File: config.mk
export PLATFORM = sky130hd
export DESIGN_NAME = poly_horner_eval
export DESIGN_NICKNAME = d
export VERILOG_FILES = /design/src/rtl/poly_horner_eval.sv
export SDC_FILE = /design/constraint.sdc
export NUM_CORES = 1
export LEC_CHECK = 0
export CAP_MARGIN = 5
export CORE_ASPECT_RATIO = 1.25
export CORE_MARGIN = 4
export CORE_UTILIZATION = 60
export CTS_CLUSTER_DIAMETER = 200
export DETAILED_ROUTE_END_ITERATION = 7
export DONT_BUFFER_PORTS = 1
export PLACE_DENSITY = 0.79
export SYNTH_ARGS = -nofsm -noshare
export SYNTH_HDL_FRONTEND = slang
export SYNTH_SLANG_ARGS = --single-unit
File: constraint.sdc
create_clock -name clk -period 5.49 [get_ports clk]
set_input_delay 0.8235 -clock clk [delete_from_list [all_inputs] [get_ports clk]]
set_output_delay 0.8235 -clock clk [all_outputs]
set_load 0.02 [all_outputs]
File: src/rtl/poly_horner_eval.sv
// Cubic polynomial plus offset, evaluated by Horner's rule over three cycles.
// Valid/ready in, valid/ready out; one operand pair in flight at a time.
module poly_horner_eval #(
    parameter int W  = 5,
    parameter int XW = 2,
    parameter int YW = 2,
    parameter int C3 = 8,
    parameter int C2 = -4,
    parameter int C1 = -5,
    parameter int C0 = 1
) (
    input  logic          clk,
    input  logic          rst_n,
    input  logic          in_valid,
    output logic          in_ready,
    input  logic [XW-1:0] x,
    input  logic [YW-1:0] y,
    output logic          out_valid,
    input  logic          out_ready,
    output logic [W-1:0]  out,
    output logic          busy
);

    // Negative coefficients wrap to their two's-complement residue
    localparam logic [W-1:0] K3 = W'(C3);
    localparam logic [W-1:0] K2 = W'(C2);
    localparam logic [W-1:0] K1 = W'(C1);
    localparam logic [W-1:0] K0 = W'(C0);

    typedef enum logic [1:0] {
        IDLE = 2'd0,
        EVAL = 2'd1,
        DONE = 2'd2
    } state_e;

    state_e         state_q, state_d;
    logic [W-1:0]   acc_q, acc_d;
    logic [1:0]     step_q, step_d;
    logic [XW-1:0]  x_q, x_d;
    logic [YW-1:0]  y_q, y_d;

    logic [W-1:0]   x_ext;
    logic [W-1:0]   y_ext;
    logic [W-1:0]   mul;

    assign x_ext = W'(x_q);
    assign y_ext = W'(y_q);
    assign mul   = acc_q * x_ext;

    always_ff @(posedge clk or negedge rst_n) begin
        if (!rst_n) begin
            state_q <= IDLE;
            acc_q   <= '0;
            step_q  <= '0;
            x_q     <= '0;
            y_q     <= '0;
        end else begin
            state_q <= state_d;
            acc_q   <= acc_d;
            step_q  <= step_d;
            x_q     <= x_d;
            y_q     <= y_d;
        end
    end

    always_comb begin
        state_d = state_q;
        acc_d   = acc_q;
        step_d  = step_q;
        x_d     = x_q;
        y_d     = y_q;
        unique case (state_q)
            IDLE: begin
                if (in_valid) begin
                    x_d     = x;
                    y_d     = y;
                    acc_d   = K3;
                    step_d  = 2'd0;
                    state_d = EVAL;
                end
            end
            EVAL: begin
                unique case (step_q)
                    2'd0: begin
                        acc_d  = mul + K2;
                        step_d = 2'd1;
                    end
                    2'd1: begin
                        acc_d  = mul + K1;
                        step_d = 2'd2;
                    end
                    default: begin
                        acc_d   = mul + K0 + y_ext;
                        state_d = DONE;
                    end
                endcase
            end
            DONE: begin
                if (out_ready) begin
                    state_d = IDLE;
                end
            end
            default: begin
                state_d = IDLE;
            end
        endcase
    end

    // Handshake outputs depend only on registered state
    assign in_ready  = (state_q == IDLE);
    assign out_valid = (state_q == DONE);
    assign busy      = (state_q != IDLE);
    assign out       = acc_q;

endmodule

==> reports/metrics.csv <==
metric,value,unit
cts-root-to-sink-buffers,2,
synth.yosys.warnings,0,
setup-tns-final,0,ns
wl_met3,108,um
routabilityCongestion,0.804,
clock-sinks,13,
cts_made_buffers,3,
hold_buffers,0,
io_pins,16,
ant_nets,0,
grt_start_max_net_pins,14,
synth.area.top_cells,"sky130_fd_sc_hd__dfrtp_1, sky130_fd_sc_hd__ha_1, sky130_fd_sc_hd__mux2_4",
first_global_vias,740,
finish.utilization,65.0,%
fin_crit,2.91,ns
die_x,44.3,um
fmaxAchievable,344,MHz
cts_htree_levels,1,
dr.first_iter.drc_count,9,
tightest_slew,0.495,ns
fin_skew,0.00537,ns
worst-endpoint-arrival,3.11,ns
detail_route.wirelength,1980,um
design.die.area,0.00236,mm2
tritoncts,built,
mostFrequentLayoutCell,sky130_fd_sc_hd__dfrtp_1,
max_stage_delay,0.49,ns
synth-seq-cells,13,
synth.lib_cells_used.distinct,34,
syn_area,987,um2
routed_via_density,5.91,
drive_gt1_share,11.7,%
cp_max_stage_cell,sky130_fd_sc_hd__dfrtp_1,
post_cts_resize_count,0,
insertion_delay,0.28,ns
setup_viol,0,
critical_path_required,5.70,ns
sequential_area_share_after_synthesis,33.0,%
cp-end-kind,flip-flop,
met1_length,781,um
cp_max_fo,6,
area.growth.synth_to_final,2.79,%
chipHeight,53.4,um
clock_tree.root_cell,sky130_fd_sc_hd__clkbuf_4,
drc,0,
place_hpwl,1530,um
status,completed,
filler_cell_count,124,
finish.net_count,123,
detailroute.via_count,715,
synth_nets,121,
placement.setup.worst_slack,2.59,ns
design.core.area,0.00156,mm2
wl_met2,1070,um
synthDominantCellAreaShare,33.0,%
globalRouteOverflowTotal,0,
ordered_cell_list_for_the_critical_path,and2_1 -> ha_1 -> fa_1 -> xor2_2 -> inv_1 -> ha_1 -> nand2b_1 -> nand3_1 -> o21ai_2 -> xnor3_1 -> o21ai_1,
cts_setup_buffers,0,
rsz0062_at_grt,no,
mapped_cells,102,
post-place-cells,117,
finalHoldViolations,0,
max_cap_violations,0,
grt.total_usage,19.1,%
highest_layer,met4,
worstHoldPathType,input port to asynchronous set/reset pin,
finalWorstSetupSlack,2.58,ns
clkSlewWorstSetupHoldPaths,0.08,ns
layout_worst_path_cycle_share,52.9,%
pins_over_slew_limit,0,
numPortBuffers,0,
antenna_found_initial,0,
post_synth.cell_area_avg,9.68,um2
wire_per_inst,16.4,um
critical_path.startpoint_type,flip-flop,
post_layout_nonfiller_instances,121,
criticalPathCategory,flip-flop to flip-flop,
std_cell_rows,16,
slew_headroom,66.9,%
detailedRoute.firstPassIterationCount,4,
antenna_cells_inserted,0,
start_util,63.2,%
grt_first_pass_wirelength,3250,um
cell_type_with_the_highest_occurrence_count_on_the_critical_path,sky130_fd_sc_hd__ha_1,
synth_area_leader,sky130_fd_sc_hd__dfrtp_1,
layout_common_cells,"sky130_fd_sc_hd__dfrtp_1, sky130_fd_sc_hd__nand2_1, sky130_fd_sc_hd__ha_1",
-- per-stage QoR --
stage	area, um2	hold slack, ns
after floorplan	987	0.491
after global placement	988	0.528
after detailed placement	988	0.528
after CTS	1010	0.226
after global routing	1010	0.222
final	1010	0.226
-- registers in the layout, summed over array words and instances (netlist names) --
| register | flops |
|---|---|
| x_q | 2 |
| step_q | 2 |
| state_q | 2 |
| y_q | 2 |
| out | 5 |
-- critical path: cells and delay by family, from the launching register on --
family / cells / cell delay [ns]
fa+ha+maj: 3 / 0.84
compound gates: 2 / 0.27
xor+xnor: 2 / 0.74
buf+inv: 1 / 0.12
simple gates: 3 / 0.37
flops: 1 / 0.49
-- cell usage after synthesis --
master / n
sky130_fd_sc_hd__dfrtp_1: 13
sky130_fd_sc_hd__ha_1: 9
sky130_fd_sc_hd__nand2_1: 9
sky130_fd_sc_hd__a21oi_1: 8
sky130_fd_sc_hd__inv_1: 7
sky130_fd_sc_hd__and2_1: 6
sky130_fd_sc_hd__o21ai_0: 6
sky130_fd_sc_hd__xnor2_1: 4
sky130_fd_sc_hd__a21o_1: 3
sky130_fd_sc_hd__mux2_4: 3
sky130_fd_sc_hd__nand2b_1: 3
sky130_fd_sc_hd__nand3_1: 3
sky130_fd_sc_hd__nor2_1: 3
sky130_fd_sc_hd__nor2b_1: 3
sky130_fd_sc_hd__buf_2: 2
sky130_fd_sc_hd__fa_1: 2
sky130_fd_sc_hd__a211oi_1: 1
sky130_fd_sc_hd__a21o_2: 1
sky130_fd_sc_hd__a22o_1: 1
sky130_fd_sc_hd__a32oi_1: 1
sky130_fd_sc_hd__and2_4: 1
sky130_fd_sc_hd__buf_6: 1
sky130_fd_sc_hd__inv_2: 1
sky130_fd_sc_hd__mux2i_1: 1
sky130_fd_sc_hd__nor3_1: 1
sky130_fd_sc_hd__o211ai_1: 1
sky130_fd_sc_hd__o21ai_1: 1
sky130_fd_sc_hd__o21ai_2: 1
sky130_fd_sc_hd__o21bai_1: 1
sky130_fd_sc_hd__o2bb2ai_1: 1
sky130_fd_sc_hd__or2_4: 1
sky130_fd_sc_hd__or2b_1: 1
sky130_fd_sc_hd__xnor3_1: 1
sky130_fd_sc_hd__xor2_2: 1
-- cells by family (layout without fill, tap and decap cells) --
family                   after synthesis  in the layout  share of synthesized area (%)
multiplexers                           4              4                           5.58
buffers and inverters                 11             12                           5.20
adder cells (fa/ha/maj)               11             11                           15.5
XOR/XNOR                               6              6                           7.48
flip-flops                            13             13                           33.0
AO/OA/AOI/OAI                         26             26                           16.6
AND/OR/NAND/NOR                       31             31                           16.7
-- layout make-up --
class                   count  area [um2]  share of cell area (%)
clock buffers               4        26.3                    2.59
inverters                   8        30.0                    2.96
multi-input cells          78         611                    60.2
flip-flops and latches     13         325                    32.1
well taps                  18        22.5                    2.22
-- layer usage --
metal	vias to the layer above	GRT usage, %
met2	21	36.4
met3	2	2.72
met4	0	6.03
met5	-	0
met1	347	21.1
li1	345	-
-- worst paths after layout --
kind | startpoint | slack, ns | end | cells after the start
worst max-delay path | out[0] | 2.58 | out[4] | 11
worst min-delay path | rst_n | 0.23 | out[0] | 0
worst max register to register | out[0] | 2.58 | out[4] | 11
worst min register to register | state_q[1] | 0.56 | state_q[0] | 1
max in group asynchronous | rst_n | 5.19 | out[4] | 0
min in group clk | state_q[1] | 0.56 | state_q[0] | 1
Power is not shown: default switching activity piles up to over one toggle a cycle in this logic, so the estimate is an artifact.
